--- src/rtl/ram_stream_reader_pkg.sv ---
// Shared types for the RAM burst stream reader: FSM state encoding and width helper.
package ram_stream_reader_pkg;

  typedef enum logic [1:0] {
    IDLE  = 2'd0,
    RUN   = 2'd1,
    DRAIN = 2'd2
  } state_e;

  // Word count must represent 0..2**aw inclusive, hence one extra bit.
  function automatic int unsigned len_width(int unsigned aw);
    return aw + 1;
  endfunction

endpackage

--- src/rtl/ram_stream_reader_if.sv ---
// Command, RAM read port and output stream of the burst reader bundled as one interface.
interface ram_stream_reader_if #(
  parameter int Width        = 8,
  parameter int AddressWidth = 4
);
  logic                    start;
  logic [AddressWidth-1:0] base;
  logic [AddressWidth:0]   len;
  logic [AddressWidth-1:0] raddr;
  logic [Width-1:0]        rdata;
  logic                    out_valid;
  logic                    out_ready;
  logic [Width-1:0]        out_data;
  logic                    busy;
  logic                    done;

  modport slave (
    input  start, base, len, rdata, out_ready,
    output raddr, out_valid, out_data, busy, done
  );

  modport master (
    output start, base, len, rdata, out_ready,
    input  raddr, out_valid, out_data, busy, done
  );
endinterface

--- src/rtl/ram_stream_reader_word.sv ---
// Word register with synchronous reset value RST, preset to all ones, and write enable.
module ram_stream_reader_word #(
  parameter int              Width = 8,
  parameter logic [Width-1:0] RST  = '0
) (
  input  logic             clk,
  input  logic             rst,
  input  logic             we,
  input  logic             pst,
  input  logic [Width-1:0] d,
  output logic [Width-1:0] q
);

  always_ff @(posedge clk) begin
    if (rst)      q <= RST;
    else if (pst) q <= '1;
    else if (we)  q <= d;
  end

endmodule

--- src/rtl/ram_stream_reader.sv ---
// Burst read engine: streams len words from base (wrapping) out of an async-read RAM.
// RAM_STREAM_READER_CSUM_EN adds an XOR checksum port csum over the transferred words.
module ram_stream_reader
  import ram_stream_reader_pkg::*;
#(
  parameter int Width        = 8,
  parameter int AddressWidth = 4
) (
  input  logic clk,
  input  logic rst,
`ifdef RAM_STREAM_READER_CSUM_EN
  output logic [Width-1:0] csum,
`endif
  ram_stream_reader_if.slave bus
);

  localparam int LenW = int'(len_width(AddressWidth));

  state_e                  state_q, state_d;
  logic [AddressWidth-1:0] raddr_q, raddr_d;
  logic [LenW-1:0]         rem_q, rem_d;
  logic                    vld_q, vld_d;
  logic                    busy_q, busy_d;
  logic                    done_q, done_d;
  logic                    load;
  logic                    xfer;
  logic [Width-1:0]        data_w;

  assign xfer = vld_q & bus.out_ready;

  always_comb begin
    state_d = state_q;
    raddr_d = raddr_q;
    rem_d   = rem_q;
    vld_d   = vld_q;
    busy_d  = busy_q;
    done_d  = 1'b0;
    load    = 1'b0;
    case (state_q)
      IDLE: begin
        if (bus.start) begin
          raddr_d = bus.base;
          rem_d   = bus.len;
          if (bus.len != '0) begin
            state_d = RUN;
            busy_d  = 1'b1;
          end else begin
            done_d  = 1'b1;
          end
        end
      end
      RUN: begin
        // Load whenever the output slot is empty or being drained this cycle.
        if (!vld_q || bus.out_ready) begin
          load    = 1'b1;
          vld_d   = 1'b1;
          raddr_d = raddr_q + 1'b1;
          rem_d   = rem_q - 1'b1;
          if (rem_q == LenW'(1)) state_d = DRAIN;
        end
      end
      DRAIN: begin
        if (xfer) begin
          vld_d   = 1'b0;
          busy_d  = 1'b0;
          done_d  = 1'b1;
          state_d = IDLE;
        end
      end
      default: state_d = IDLE;
    endcase
  end

  always_ff @(posedge clk) begin
    if (rst) begin
      state_q <= IDLE;
      raddr_q <= '0;
      rem_q   <= '0;
      vld_q   <= 1'b0;
      busy_q  <= 1'b0;
      done_q  <= 1'b0;
    end else begin
      state_q <= state_d;
      raddr_q <= raddr_d;
      rem_q   <= rem_d;
      vld_q   <= vld_d;
      busy_q  <= busy_d;
      done_q  <= done_d;
    end
  end

  ram_stream_reader_word #(.Width(Width), .RST('0)) u_data (
    .clk (clk),
    .rst (rst),
    .we  (load),
    .pst (1'b0),
    .d   (bus.rdata),
    .q   (data_w)
  );

`ifdef RAM_STREAM_READER_CSUM_EN
  logic [Width-1:0] csum_q;

  always_ff @(posedge clk) begin
    if (rst)                            csum_q <= '0;
    else if (state_q == IDLE && bus.start) csum_q <= '0;
    else if (xfer)                      csum_q <= csum_q ^ data_w;
  end

  assign csum = csum_q;
`endif

  assign bus.raddr     = raddr_q;
  assign bus.out_valid = vld_q;
  assign bus.out_data  = data_w;
  assign bus.busy      = busy_q;
  assign bus.done      = done_q;

endmodule
--- src/flat_wrapper.sv ---
// flat-port wrapper written by rule: the top's interface ports become plain ports
module ram_stream_reader_flat import ram_stream_reader_pkg::*;
#(
  parameter int Width        = 8,
  parameter int AddressWidth = 4
)
  (clk, rst, bus_start, bus_base, bus_len, bus_rdata, bus_out_ready, bus_raddr, bus_out_valid, bus_out_data, bus_busy, bus_done);
  ram_stream_reader_if #(.Width(Width), .AddressWidth(AddressWidth)) bus_i ();
  input  logic clk;
  input  logic rst;
  input wire logic [$bits(bus_i.start)-1:0] bus_start;
  input wire logic [$bits(bus_i.base)-1:0] bus_base;
  input wire logic [$bits(bus_i.len)-1:0] bus_len;
  input wire logic [$bits(bus_i.rdata)-1:0] bus_rdata;
  input wire logic [$bits(bus_i.out_ready)-1:0] bus_out_ready;
  output wire logic [$bits(bus_i.raddr)-1:0] bus_raddr;
  output wire logic [$bits(bus_i.out_valid)-1:0] bus_out_valid;
  output wire logic [$bits(bus_i.out_data)-1:0] bus_out_data;
  output wire logic [$bits(bus_i.busy)-1:0] bus_busy;
  output wire logic [$bits(bus_i.done)-1:0] bus_done;
  assign bus_i.start = bus_start;
  assign bus_i.base = bus_base;
  assign bus_i.len = bus_len;
  assign bus_i.rdata = bus_rdata;
  assign bus_i.out_ready = bus_out_ready;
  assign bus_raddr = bus_i.raddr;
  assign bus_out_valid = bus_i.out_valid;
  assign bus_out_data = bus_i.out_data;
  assign bus_busy = bus_i.busy;
  assign bus_done = bus_i.done;
  ram_stream_reader #(.Width(Width), .AddressWidth(AddressWidth)) u_core (.clk(clk), .rst(rst), .bus(bus_i));
endmodule
--- config.mk ---
export PLATFORM = sky130hd
export DESIGN_NAME = ram_stream_reader_flat
export DESIGN_NICKNAME = d
export VERILOG_FILES = /design/src/rtl/ram_stream_reader_pkg.sv /design/src/rtl/ram_stream_reader_if.sv /design/src/rtl/ram_stream_reader_word.sv /design/src/rtl/ram_stream_reader.sv /design/src/flat_wrapper.sv
export SDC_FILE = /design/constraint.sdc
export NUM_CORES = 1
export LEC_CHECK = 0
export BUFFER_PORTS_ARGS = -buffer_cell sky130_fd_sc_hd__buf_2
export CAP_MARGIN = 10
export CORE_MARGIN = 8
export CORE_UTILIZATION = 45
export CTS_CLUSTER_SIZE = 16
export DETAILED_ROUTE_END_ITERATION = 10
export PLACE_DENSITY = 0.74
export SLEW_MARGIN = 20
export SYNTH_ARGS = -nofsm -noshare
export SYNTH_HDL_FRONTEND = slang
export SYNTH_HIERARCHICAL = 1
export SYNTH_SLANG_ARGS = --single-unit
export TNS_END_PERCENT = 10
--- constraint.sdc ---
create_clock -name clk -period 1.6 [get_ports clk]
set_clock_uncertainty 0.15 [all_clocks]
set_input_delay 0.16 -clock clk [delete_from_list [all_inputs] [get_ports clk]]
set_output_delay 0.16 -clock clk [all_outputs]
set_load 0.02 [all_outputs]
* After elaboration in Yosys (flattened, before gate mapping)
Index checks and enable logic that the tools add are counted.
Word-level totals: output and inout bits 15, flip-flop bits (word level) 22, word-level logic and storage cells 53
Operators by class: reduce and logical (&&, ||, !) cells 11, muxes and demuxes 24, equality and inequality tests 8, $add $sub $neg 2, bitwise gates (word level) 1
Operators with widths (count):
- $mux 2 | 5
- $mux 5 | 2
- $pmux 5 s2 | 1
- $mux 1 | 9
- $mux 4 | 2
- $ne 2x1->1 const B | 4
- $pmux 4 s2 | 1
- $pmux 1 s2 | 3
- $pmux 2 s3 | 1
- $reduce_and 3->1 | 2
- $reduce_bool 2->1 | 3
- $eq 5x1->1 const B | 1
- $reduce_and 5->1 | 1
- $reduce_bool 5->1 | 1
- $sub 5x1->5 const B | 1
- $add 4x1->4 const B | 1
- $reduce_and 4->1 | 1
- $eq 2x1->1 const B | 1
- $eq 2x2->1 const B | 1
- $logic_not 2->1 | 1
- $ne 2x2->1 const B | 1
- $and 1x1->1 | 1
- $logic_not 1->1 | 1
- $logic_or 1x1->1 | 1

* Longest topological paths before layout
word-level depth 4, mapped depth 8, gate-level depth less buffers 5

* By module
The synthesis kept the hierarchy.
Modules (own cells, without submodules):
- ram_stream_reader | cells each 104, area each 860.8 µm², times used 1
- ram_stream_reader_word | cells each 27, area each 299.0 µm², times used 1

* Worst setup path before layout
No wires, ideal clock.
path type register to register, from register u_core.state_q[1], to register u_core.u_data.q[0], data required time 1.322 ns, setup slack 0.011 ns, cell stages (with the launch flop) 9, arrival 1.311 ns, buffers on the path 4, setup time 0.128 ns, path through dfxtp_1 buf_6 nand2b_4 buf_6 buf_6 nor2_1 buf_6 mux2i_1 a21oi_1
Between the ends: longest elaborated chain between the ends 2
Ends and longest elaborated chain:
- from (decl) | RTL line ram_stream_reader.sv:19 | state_e state_q, state_d;
- from (signal assigned) | RTL line ram_stream_reader.sv:83 | state_q <= state_d;
- $eq 2x1->1 | RTL line ram_stream_reader.sv:39 | case (state_q)
- $mux 1 | RTL line ram_stream_reader.sv:39
- named net u_core.load | RTL line ram_stream_reader.sv:25 | logic load;
- to (signal assigned) | RTL line ram_stream_reader_word.sv:15 | if (rst) q <= RST;
- to (signal assigned) | RTL line ram_stream_reader_word.sv:16 | else if (pst) q <= '1;
- to (signal assigned) | RTL line ram_stream_reader_word.sv:17 | else if (we) q <= d;
- to (decl) | RTL line ram_stream_reader_word.sv:11 | output logic [Width-1:0] q
The timed path passes the listed nets, and every way through them passes these cells. A chain may end at the register's enable or synchronous reset.

* Worst setup path after layout
from register u_core.state_q[0], to register u_core.u_data.q[3]
The elaborated chain is that of the path after synthesis.

==> impl_metrics.csv <==
group,metric,value,unit
synth,yosys.area_share.adder,0.03236,
clock_tree,cts_tree,"done",
grt,grt_antenna_before_repair,0,
timing,setup-tns-final,0,ns
synth,yosys.area_share.simple,0.2071,
clock_tree,worst_skew_pair_latency,0.30,ns
floorplanning,boundaryPins,36,
floorplanning,die_x,66.77,µm
synth,area_of_the_mapped_netlist,0.001160,mm²
clock_tree,max-clock-path-buffers,2,
power_and_ir_drop,vdd_drop_max,748.2,µV
placed_design,globalplace.congestion,0.7810,
synth,seq_area_frac_synth,0.3797,
synth,synthDistinctLibCells,36,
hold_path,hold_path_class,"in -> reg",
grt,globalRouteMet3Util,0.05537,
floorplanning,start_util,0.4725,
placed_design,detailed_place.area,0.001374,mm²
synth,synth.net_count,155,
floorplanning,placement_rows,18,
grt,met2_usage,0.2162,
timing,fmax,0.6596,GHz
worst_setup_path,worstPathMaxFanout,8,
worst_setup_path,cp.arrival,1.56,ns
drt,vias,1063,
floorplanning,placeableCoreArea,0.002455,mm²
drt,drt_first_pass_iters,4,
placed_design,place_inst,194,
placed_design,port-buffer-count,35,
power_and_ir_drop,power_leakage,0.6428,nW
drt,routed_via_density,5.160,
timing,setup_violations,0,
power_and_ir_drop,share_comb_of_total_power,0.314,
clock_tree,clock_root_buffer,"sky130_fd_sc_hd__clkbuf_4",
floorplanning,floorplan.die_area,0.004458,mm²
worst_setup_path,setup.worst_path.start_class,"flip-flop",
finish,synthToLayoutAreaGrowth,28.59,%
timing,rsz0062_at_grt,"false",
synth,synth_ff_type,"sky130_fd_sc_hd__dfxtp_1",
synth,synthMuxAreaShare,0.06904,
grt,pin_count_of_the_biggest_net_entering_global_routing,23,
finish,finish.cell_count_without_fillers,206,
worst_setup_path,r2r_cells,6,
clock_tree,clkSinkCount,22,
power_and_ir_drop,fin_total_pwr,1.389,mW
power_and_ir_drop,share_seq_of_total_power,0.467,
timing,report.final.slew_viol_count,0,
finish,num-nets-final,201,
power_and_ir_drop,internal_power,0.9473,mW
synth,yosys.area_share.xor_xnor,0,
synth,synth_area_per_cell,8.854,µm²
synth,synthesis.yosys.warnings,6,
grt,busiest_grt_layer,"met2",
grt,number_of_global_route_vias_before_repair,1035,
synth,synth-async-reset-ratio,0,
drt,antenna_violating_nets_post_route,0,
finish,post-route-util,0.6075,
power_and_ir_drop,netSwitchingFraction,0.3178,
drt,wirelength,2693,µm
grt,track_usage,0.1283,
clock_tree,cts_max_level,1,
timing,hold_viol,0,
worst_setup_path,cp_class,"reg -> reg",
clock_tree,path_clk_slew,0.12,ns
placed_design,post-dp-hpwl,2074,µm
synth,main_combinational_cell_family_by_area_after_synthesis,"compound AO/OA/AOI/OAI gates",
timing,layout_min_cycle_time,1.516,ns
clock_tree,cts_made_buffers,3,
job,max_cap_viol_count,0,
power_and_ir_drop,total_switching_power,0.4414,mW
clock_tree,cts_setup_buffers,0,
drt,drc,0,
run_status,status,"finished clean",
grt,grt_first_pass_wirelength,4450,µm
hold_path,hold_depth,3,
power_and_ir_drop,powerDensity,931.1,mW/mm²
floorplanning,floorplan.die.height,66.77,µm
finish,proportion_of_layout_cells_with_a_drive_suffix_above_1,0.3068,
grt,met1_usage_in_global_routing,0.1442,
worst_setup_path,timing.critical_path.to_type,"flip-flop",
power_and_ir_drop,pwr-share-clk,0.219,
synth,area_fraction_in_compound_gates_after_synthesis,0.2330,
synth,ys_seq_elements,22,
grt,grt_residual_overflow,0,
finish,n_antenna_cell,0,
drt,initialDrtViolationCount,38,
worst_setup_path,required,1.64,ns
synth,synth_enable_flop_cells,0,
drt,detail_route.wl_per_cell,13.07,µm
finish,final_cell_area,0.001491,mm²
synth,postSynthCellCount,131,
timing,final_min_period_over_clock_period,0.9475,
metal layers:
metal  vias up  routed length [µm]
met1       470                1131
met2        38                1292
met3         4                 241
met5         -                   0
li1        551                   -
met4         0                  27
worst max-delay path, cell delays in order (launching register included):
cell	delay, ns
sky130_fd_sc_hd__dfxtp_2	0.39
sky130_fd_sc_hd__buf_4	0.18
sky130_fd_sc_hd__nand2b_4	0.07
sky130_fd_sc_hd__nor2_1	0.10
sky130_fd_sc_hd__buf_4	0.19
sky130_fd_sc_hd__mux2i_1	0.24
sky130_fd_sc_hd__a21oi_1	0.09
power by group through the flow:
stage | sequential, mW | clock, mW | combinational [mW]
3_5_place_dp | 0.659 | 0 | 0.422
6_report | 0.648 | 0.305 | 0.436
4_1_cts | 0.647 | 0.320 | 0.438
3_3_place_gp | 0.655 | 0 | 0.413
2_1_floorplan | 0.696 | 0 | 0.259
5_1_grt | 0.655 | 0.345 | 0.482
Yosys cell counts, types with 2 or more instances:
cell type                  number  share of area
sky130_fd_sc_hd__nand3_1        3          0.013
sky130_fd_sc_hd__mux2i_1        8          0.069
sky130_fd_sc_hd__inv_1          5          0.016
sky130_fd_sc_hd__ha_1           3          0.032
sky130_fd_sc_hd__nor2_1         9          0.029
sky130_fd_sc_hd__nor3b_1        2          0.013
sky130_fd_sc_hd__nand2b_1       2          0.011
sky130_fd_sc_hd__o21ai_1       10          0.043
sky130_fd_sc_hd__nor3_1         4          0.017
sky130_fd_sc_hd__nand2_1        9          0.029
sky130_fd_sc_hd__and2_1         5          0.027
sky130_fd_sc_hd__a21oi_1       19          0.082
sky130_fd_sc_hd__nand3b_1       2          0.013
sky130_fd_sc_hd__buf_6          5          0.049
sky130_fd_sc_hd__a211oi_1       3          0.019
sky130_fd_sc_hd__dfxtp_1       22           0.38
placed cells by master, fill, tap and decap left out, types with 2 or more instances in the layout:
cell,netlist,layout
sky130_fd_sc_hd__buf_2,1,35
sky130_fd_sc_hd__buf_12,0,2
sky130_fd_sc_hd__and2_1,5,5
sky130_fd_sc_hd__dlygate4sd3_1,0,8
sky130_fd_sc_hd__mux2i_1,8,8
sky130_fd_sc_hd__buf_4,0,4
sky130_fd_sc_hd__ha_1,3,3
sky130_fd_sc_hd__nor2_1,9,9
sky130_fd_sc_hd__a211oi_1,3,3
sky130_fd_sc_hd__dfxtp_1,22,21
sky130_fd_sc_hd__clkbuf_4,0,3
sky130_fd_sc_hd__o21ai_1,10,10
sky130_fd_sc_hd__nand2b_1,2,2
sky130_fd_sc_hd__nand3_1,3,3
sky130_fd_sc_hd__a21oi_1,19,19
sky130_fd_sc_hd__inv_1,5,5
sky130_fd_sc_hd__nand3b_1,2,2
sky130_fd_sc_hd__nor3_1,4,4
sky130_fd_sc_hd__nor3b_1,2,2
sky130_fd_sc_hd__nand2_1,9,9
area by class of cell:
type | instances | area (µm²)
fillers | 235 | 963.4
multi-input cells | 96 | 631.9
flip-flops and latches | 22 | 441.7
repair buffers | 49 | 325.3
well taps | 30 | 37.54
clock buffers | 4 | 36.28
inverters | 5 | 18.77
per-stage QoR:
step / setup slack, ns / hold slack [ns]
detailed placement: 0.06504 / 0.3030
finish: 0.08401 / 0.006982
floorplan: 0.01091 / 0.07465
global placement: 0.1196 / 0.2923
global route: 0.0006022 / 0.01749
CTS: 0.05300 / 0.007729
logic make-up after synthesis:
group           count (synthesis)
simple gates                   42
mux                             8
fa+ha+maj                       3
compound gates                 42
buf+inv                        13
other cells                     1
flops                          22
repair_timing:
action                     in CTS  in global routing
hold buffers                    8                  0
resized for setup               0                  1
setup endpoints to repair       0                  8
hold endpoints to repair        8                  0
final timing paths:
| check | slack [ns] | to | start |
|---|---|---|---|
| hold reg to reg | 0.33 | u_core/rem_q[1] | u_core/rem_q[1] |
| setup reg to reg | 0.08 | u_core/u_data/q[3] | u_core/state_q[0] |
| hold / removal | 0.007 | u_core/bus.done | bus_start |
| setup / recovery | 0.08 | u_core/u_data/q[3] | u_core/state_q[0] |
state kept, by name (all words and copies together) (netlist names):
name and count:
u_core/bus.busy 1, u_core/rem_q 5, u_core/bus.done 1, u_core/state_q 2, u_core/bus.raddr 4, u_core/u_data/q 8
u_core/bus.out_valid 1
Power figures use the tool's default switching activity.
